===== src/rtl/seg_keyview.sv =====
// PS/2 key viewer: parses E0/F0 prefixes from raw bytes, shows the held key code on
// two hex digits and counts distinct key presses on a BCD segment display.
module seg_keyview #(
  parameter int CNT_DIGITS       = 2,
  parameter bit ACTIVE_LOW       = 1'b1,
  parameter bit BLANK_ON_RELEASE = 1'b1
) (
  input  logic                    clk,
  input  logic                    clrn,
  input  logic [7:0]              data,
  input  logic                    data_valid,
  output logic [7:0]              key_code,
  output logic                    key_ext,
  output logic                    key_down,
  output logic [15:0]             seg_code,
  output logic [8*CNT_DIGITS-1:0] seg_cnt
);

  typedef enum logic [0:0] {ST_IDLE = 1'b0, ST_HELD = 1'b1} state_t;

  localparam logic [7:0] SEG_BLANK = ACTIVE_LOW ? 8'hFF : 8'h00;

  // Hex digit to {dp,g,f,e,d,c,b,a}, polarity applied.
  function automatic logic [7:0] hex_seg(input logic [3:0] nib);
    logic [7:0] pat;
    case (nib)
      4'h0: pat = 8'hC0;
      4'h1: pat = 8'hF9;
      4'h2: pat = 8'hA4;
      4'h3: pat = 8'hB0;
      4'h4: pat = 8'h99;
      4'h5: pat = 8'h92;
      4'h6: pat = 8'h82;
      4'h7: pat = 8'hF8;
      4'h8: pat = 8'h80;
      4'h9: pat = 8'h90;
      4'hA: pat = 8'h88;
      4'hB: pat = 8'h83;
      4'hC: pat = 8'hC6;
      4'hD: pat = 8'hA1;
      4'hE: pat = 8'h86;
      4'hF: pat = 8'h8E;
      default: pat = 8'hFF;
    endcase
    hex_seg = ACTIVE_LOW ? pat : ~pat;
  endfunction

  state_t                    r_state, w_state_nxt;
  logic [7:0]                r_key_code, w_key_code_nxt;
  logic                      r_key_ext, w_key_ext_nxt;
  logic                      r_ext_pend, w_ext_pend_nxt;
  logic                      r_brk_pend, w_brk_pend_nxt;
  logic [4*CNT_DIGITS-1:0]   r_cnt, w_cnt_nxt, w_cnt_inc;
  logic [15:0]               r_seg_code, w_seg_code_nxt;
  logic [8*CNT_DIGITS-1:0]   r_seg_cnt, w_seg_cnt_nxt, w_seg_cnt_rst;
  logic                      w_match;
  logic                      w_carry;

  assign w_match = (r_state == ST_HELD) && ({r_ext_pend, data} == {r_key_ext, r_key_code});

  // BCD increment with ripple carry; all-9s wraps to zero.
  always_comb begin
    w_cnt_inc = r_cnt;
    w_carry   = 1'b1;
    for (int i = 0; i < CNT_DIGITS; i++) begin
      if (w_carry) begin
        if (r_cnt[4*i +: 4] == 4'd9) begin
          w_cnt_inc[4*i +: 4] = 4'd0;
        end else begin
          w_cnt_inc[4*i +: 4] = r_cnt[4*i +: 4] + 4'd1;
          w_carry = 1'b0;
        end
      end else begin
        w_cnt_inc[4*i +: 4] = r_cnt[4*i +: 4];
      end
    end
  end

  // Byte parser and IDLE/HELD next-state logic.
  always_comb begin
    w_state_nxt    = r_state;
    w_key_code_nxt = r_key_code;
    w_key_ext_nxt  = r_key_ext;
    w_ext_pend_nxt = r_ext_pend;
    w_brk_pend_nxt = r_brk_pend;
    w_cnt_nxt      = r_cnt;
    if (data_valid) begin
      if (data == 8'hE0) begin
        w_ext_pend_nxt = 1'b1;
      end else if (data == 8'hF0) begin
        w_brk_pend_nxt = 1'b1;
      end else begin
        w_ext_pend_nxt = 1'b0;
        w_brk_pend_nxt = 1'b0;
        if (!r_brk_pend) begin
          // A matching make while held is typematic repeat and is dropped.
          if (!w_match) begin
            w_key_code_nxt = data;
            w_key_ext_nxt  = r_ext_pend;
            w_state_nxt    = ST_HELD;
            w_cnt_nxt      = w_cnt_inc;
          end else begin
            w_state_nxt = r_state;
          end
        end else begin
          if (w_match) begin
            w_state_nxt = ST_IDLE;
            if (BLANK_ON_RELEASE) begin
              w_key_code_nxt = 8'h00;
            end else begin
              w_key_code_nxt = r_key_code;
            end
          end else begin
            w_state_nxt = r_state;
          end
        end
      end
    end else begin
      w_state_nxt = r_state;
    end
  end

  // Segment images computed from next state so they land on the same edge.
  always_comb begin
    w_seg_code_nxt = {SEG_BLANK, SEG_BLANK};
    if (BLANK_ON_RELEASE && (w_state_nxt == ST_IDLE)) begin
      w_seg_code_nxt = {SEG_BLANK, SEG_BLANK};
    end else begin
      w_seg_code_nxt = {hex_seg(w_key_code_nxt[7:4]), hex_seg(w_key_code_nxt[3:0])};
    end
    w_seg_cnt_nxt = '0;
    w_seg_cnt_rst = '0;
    for (int i = 0; i < CNT_DIGITS; i++) begin
      w_seg_cnt_nxt[8*i +: 8] = hex_seg(w_cnt_nxt[4*i +: 4]);
      w_seg_cnt_rst[8*i +: 8] = hex_seg(4'h0);
    end
  end

  // State and registered output images.
  always_ff @(posedge clk or negedge clrn) begin
    if (!clrn) begin
      r_state    <= ST_IDLE;
      r_key_code <= 8'h00;
      r_key_ext  <= 1'b0;
      r_ext_pend <= 1'b0;
      r_brk_pend <= 1'b0;
      r_cnt      <= '0;
      r_seg_code <= {SEG_BLANK, SEG_BLANK};
      r_seg_cnt  <= w_seg_cnt_rst;
    end else begin
      r_state    <= w_state_nxt;
      r_key_code <= w_key_code_nxt;
      r_key_ext  <= w_key_ext_nxt;
      r_ext_pend <= w_ext_pend_nxt;
      r_brk_pend <= w_brk_pend_nxt;
      r_cnt      <= w_cnt_nxt;
      r_seg_code <= w_seg_code_nxt;
      r_seg_cnt  <= w_seg_cnt_nxt;
    end
  end

  assign key_code = r_key_code;
  assign key_ext  = r_key_ext;
  assign key_down = (r_state == ST_HELD);
  assign seg_code = r_seg_code;
  assign seg_cnt  = r_seg_cnt;

endmodule

===== config.mk =====
export PLATFORM = sky130hd
export DESIGN_NAME = seg_keyview
export DESIGN_NICKNAME = d
export VERILOG_FILES = /design/src/rtl/seg_keyview.sv
export SDC_FILE = /design/constraint.sdc
export NUM_CORES = 1
export LEC_CHECK = 0
export CORE_UTILIZATION = 50
export DETAILED_ROUTE_END_ITERATION = 12
export PLACE_DENSITY = 0.76
export SYNTH_ARGS = -nofsm -noshare
export SYNTH_HDL_FRONTEND = slang
export SYNTH_SLANG_ARGS = --single-unit

===== constraint.sdc =====
create_clock -name clk -period 3.5 [get_ports clk]
set_input_delay 0.7 -clock clk [delete_from_list [all_inputs] [get_ports clk]]
set_output_delay 0.7 -clock clk [all_outputs]
set_load 0.1 [all_outputs]

# [Word level (Yosys, flattened, before mapping)]
# Memories as Yosys holds them, arrays and structs flattened. A register that Yosys moved wholly into a read port is not among the register bits.
# Cells that the tools add are included.
# W data, S select, Z words.
[totals] regBits=52 rom_bits=448 out_inout_bits=42 elab_cells=55 n_memories=4
[classes] n_addsub=2 eq_ne=6 muxes=25 n_bitwise=4 n_reduce_logical=6
[memory_table] memory="(name not given)" depth=16 width=7 read_ports=1 rd_clocked_by_memory_dff=0 write_ports=0 line_no="26" source="case (nib)"
[memory_table] memory="(name not given)" depth=16 width=7 read_ports=1 rd_clocked_by_memory_dff=0 write_ports=0 line_no="26"
[memory_table] memory="(name not given)" depth=16 width=7 read_ports=1 rd_clocked_by_memory_dff=1 write_ports=0 line_no="26"
[memory_table] memory="(name not given)" depth=16 width=7 read_ports=1 rd_clocked_by_memory_dff=1 write_ports=0 line_no="26"
[ops] op="$mux W8" count=11
[ops] op="$eq A8 B8 Y1 const B" count=2
[ops] op="$mux W16" count=1
[ops] op="$mux W4" count=3
[ops] op="$mux W1" count=10
[ops] op="$eq A9 B9 Y1" count=1
[ops] op="$add A4 B1 Y4 const B" count=2
[ops] op="$eq A4 B4 Y1 const B" count=2
[ops] op="$reduce_and A5 Y1" count=1
[ops] op="$not A1 Y1" count=4
[ops] op="$reduce_and A2 Y1" count=2
[ops] op="$logic_not A1 Y1" count=2
[ops] op="$ne A2 B2 Y1 const B" count=1
[ops] op="$logic_and A1 B1 Y1" count=1

# [Longest topological paths before layout]
# An unclocked memory read counts as a cell.
[logic_depth] depth_word=9 ltp_mapped=14

# [Worst setup path after synthesis]
# No wires, ideal clock.
[synth_path] kind="reg2reg" start="register r_key_code[3] (netlist: key_code[3])" end="register r_seg_cnt[8] (netlist: seg_cnt[8])" setup_ps=111 t_arrival_ps=3277 required_ps=3389 slack_ps=111 path_stages_with_launch=15 period_less_slack_ps=3389 cell_sequence="dfrtp_1 xor2_1 nor3_1 nand4_1 buf_2 nand2_1 nor2_1 nand2_1 a211oi_1 a21o_1 ha_1 mux2i_1 nand2_1 o21ai_0 a222oi_1"
[synth_between] elab_chain_cells=7
[synth_rtl] item="start: declaration" line_no="49" source="logic [7:0] r_key_code, w_key_code_nxt;"
[synth_rtl] item="start signal: assignment" line_no="152" source="r_key_code <= w_key_code_nxt;"
[synth_rtl] item="$eq A9 B9 Y1" line_no="59" source="assign w_match = (r_state == ST_HELD) && ({r_ext_pend, data} == {r_key_ext, r_key_code});"
[synth_rtl] item="$logic_and A1 B1 Y1" line_no="59"
[synth_rtl] item="$mux W8" line_no="97" source="if (!w_match) begin"
[synth_rtl] item="$mux W8" line_no="95" source="if (!r_brk_pend) begin"
[synth_rtl] item="$mux W8" line_no="90" source="end else if (data == 8'hF0) begin"
[synth_rtl] item="$mux W8" line_no="88" source="if (data == 8'hE0) begin"
[synth_rtl] item="$mux W8" line_no="87" source="if (data_valid) begin"
[synth_rtl] item="net w_cnt_nxt[5]" line_no="53" source="logic [4*CNT_DIGITS-1:0] r_cnt, w_cnt_nxt, w_cnt_inc;"
[synth_rtl] item="end: declaration" line_no="55" source="logic [8*CNT_DIGITS-1:0] r_seg_cnt, w_seg_cnt_nxt, w_seg_cnt_rst;"
# The timed path passes the listed nets, and every way through them passes these cells.
# A chain may end at the register's enable or synchronous reset.

# [Final worst setup path]
[layout_path] start="input data[2]" end="register r_seg_cnt[8] (netlist: seg_cnt[8])"
[layout_between] elab_chain_cells=7 word_cells_on_any_way=9 classes_between="eq/ne (3); mux (5); reduce/logical (1)"
[layout_rtl] item="start: declaration" line_no="10" source="input logic [7:0] data,"
[layout_rtl] item="$eq A9 B9 Y1" line_no="59"
[layout_rtl] item="$logic_and A1 B1 Y1" line_no="59"
[layout_rtl] item="$mux W8" line_no="97"
[layout_rtl] item="$mux W8" line_no="95"
[layout_rtl] item="$mux W8" line_no="90"
[layout_rtl] item="$mux W8 (*)" line_no="88"
[layout_rtl] item="$mux W8 (*)" line_no="87"
[layout_rtl] item="net w_cnt_nxt[5]" line_no="53"
# Mark *: on every way through the listed nets, which the timed path passes. The rest lies on a longest branch.

==> results.ini <==
[yosys]
ys_ff_latch = 48
synthTopCellsByArea = dfrtp_1, dfstp_2, ha_1, mux2i_1, nand2_1
yosysMostFrequentCell = nand2_1
synth_common_cells = nand2_1, dfrtp_1, ha_1
seq_area_frac_synth_pct = 37.8
yosysTopAreaCell = dfrtp_1
syn_area_mm2 = 0.00323
yosysWarningCount = 0
yosys.area.top_type_share_pct = 24.8
syn_avg_cell_area_um2 = 9.49
yosys_most_used_dff = dfrtp_1
synth_edf_count = 0
synth_cell_types = 63
netlist_instances = 340
async_flop_share_pct = 100

[global_route]
grt_pass1_vias = 2467
grt_max_degree = 49
grt_overflow = 0
grt_first_pass_wirelength_um = 11600
grt_usage_pct = 22.4
grt_antenna_before_repair = 0

[clocking]
cts_tree = built
clock-sinks = 48
htree_num_levels = 2
cts-buffers-inserted = 5
hold_buffers = 0
clk_path_buf_depth = 2
insertion_delay_ns = 0.30
cts-root-buf = clkbuf_8
cts_setup_buffers = 0
ctsResizeCount = 0
clk_pin_slew_ns = 0.09

[timing]
period_share_pct = 93.1
setup_tns_ns = 0
fin_crit_ns = 3.26
fmax_mhz = 307
clock_skew_ns = 0.00425
tightest_slew_ns = 1.08
setup_viol_count_final = 0
final-hold-violation-count = 0
maxSlewViolCount = 0
rsz0062_at_grt = no
relSlewSlack_pct = 28.1

[run_status]
status = finished clean

[place]
portBuffers = 48
dpl_cell_area_mm2 = 0.00374
gp_congestion = 0.897
dpl.cell_count = 460
place_hpwl_um = 4940

[critical_path]
cp_num_buf_inv = 1
worstPathRequired_ns = 3.69
crit_fanout = 4
worstPathArrival_ns = 3.45
path_common_cell = nand2_1
cp_top_family = compound AO/OA/AOI/OAI gates
endpoint_kind = flip-flop
cpMaxStageDelayCell = clkdlybuf4s50_1
cp.depth = 14
path_cells = clkdlybuf4s50_1 > xor2_1 > nor4_2 > nand4_1 > nand2_1 > nor2_1 > nand2_1 > a211oi_1 > a21o_1 > ha_1 > mux2i_1 > nand2_1 > o21ai_0 > a222oi_1
critPathMaxStageDelay_ns = 0.57
ff2ff_path_depth = 11
critPathLaunch = data[2]
cp-start-kind = input port
path_class = in2reg
reg2reg_from = r_cnt[2]

[finish]
final_area_mm2 = 0.00384
antenna_cells = 0
drive_gt1_share_pct = 21.4
finalNetCount = 427
area_growth_pct = 19.0
stdcell_count = 468

[routing]
drc = 0
vias_per_cell = 5.72
drt-pass1-iter-count = 5
vias = 2675
ant_nets = 0
drt_iter0_markers = 162
wl_per_cell_um = 14.7
drt_wl_total_um = 6890

[min_path]
worstHoldPathCells = 2
hold_class = reg2reg
hp-start = r_ext_pend

[floorplan]
core-area_mm2 = 0.00606
row_count = 28
fp.dieArea_mm2 = 0.00678
io_pins = 53
dieWidth_um = 82.4
start_util_pct = 53.3
die_h_um = 82.4

[power_and_ir_drop]
power_density_mw_per_mm2 = 942
p_leak_uw = 0.00172
vdd_drop_max_v = 0.000653

[flow_run]
maxCapViolations = 0

==> logic make-up (layout without fill, tap and decap cells) <==
| family | after synthesis | in the layout | synth area share, % |
|---|---|---|---|
| flops | 48 | 48 | 37.8 |
| xor+xnor | 13 | 13 | 3.99 |
| simple gates | 107 | 107 | 17.9 |
| compound gates | 81 | 81 | 17.2 |
| fa+ha+maj | 26 | 26 | 9.92 |
| mux | 18 | 18 | 5.66 |
| buf+inv | 46 | 96 | 7.36 |
| other cells | 1 | 4 | 0.116 |
==> where the power goes <==
group | internal, uW | leakage (uW) | switching (uW) | total, uW
combinational | 699 | 0.00112 | 1630 | 2330
sequential | 764 | 0.000560 | 172 | 936
clock | 161 | 0.0000445 | 191 | 352
==> state kept, by name, indices dropped and copies added (netlist names) <==
name / cells
r_brk_pend: 1
seg_code: 14
r_ext_pend: 1
key_down: 1
r_cnt: 8
key_code: 8
key_ext: 1
seg_cnt: 14
==> final timing paths <==
kind | to | slack [ns]
max reg2reg | seg_cnt[8] | 0.57
min | key_ext | 0.55
max | seg_cnt[8] | 0.24
min reg2reg | key_ext | 0.55
min in group asynchronous | r_cnt[2] | 0.60
max in group asynchronous | key_code[4] | 2.24
==> metrics by stage <==
step | hold slack [ns] | util [%] | setup WS, ns | power [uW]
6_report | 0.554 | 63.4 | 0.242 | 3620
3_5_place_dp | 0.525 | 61.7 | 0.0106 | 3260
4_1_cts | 0.554 | 63.3 | 0.316 | 3620
2_1_floorplan | 0.404 | - | 0.111 | 2780
5_1_grt | 0.589 | 63.4 | 0.0102 | 3830
3_3_place_gp | 0.508 | 61.7 | 0.117 | 3220
==> final cells by class <==
class / instances / area (um2)
clock buffer: 7 / 86.3
clock inverter: 1 / 7.51
fill: 511 / 2220
inverter: 22 / 87.6
multi-input combinational: 249 / 1790
sequential: 48 / 1220
tap: 75 / 93.8
timing repair buffer: 66 / 558
==> routing by layer <==
metal	track usage (%)	share of wire [%]	vias up
met1	30.2	47	1278
met5	0	0	-
met4	8.07	1.6	0
li1	-	-	1306
met2	36.1	47	83
met3	3.52	4.3	8
==> tightest hold or removal path: stages (launching register included) <==
cell	delay, ns
dfrtp_1	0.40
nand2_1	0.07
nand2_1	0.06
==> cell usage in the layout, fill, tap and decap left out, types with 3 or more instances in the layout <==
master           count
a21oi_1             13
o221ai_1             6
mux2i_1             16
o22ai_1             10
inv_1               19
clkdlybuf4s50_1     26
o21ai_0             11
nand2b_1             6
xor2_1               9
nor3b_1              4
nor3_1               8
nor2_1              16
dfstp_2             16
a211oi_1             5
ha_1                23
and2_1               3
dfrtp_1             32
and3_1               3
clkbuf_8             6
nand3_1              9
a22oi_1              4
nand3b_1             6
buf_4               39
conb_1               4
o21ai_1              6
nand4b_1             3
o211ai_1             3
a31oi_1              4
nand2_1             35
Power figures use the tool's default switching activity.
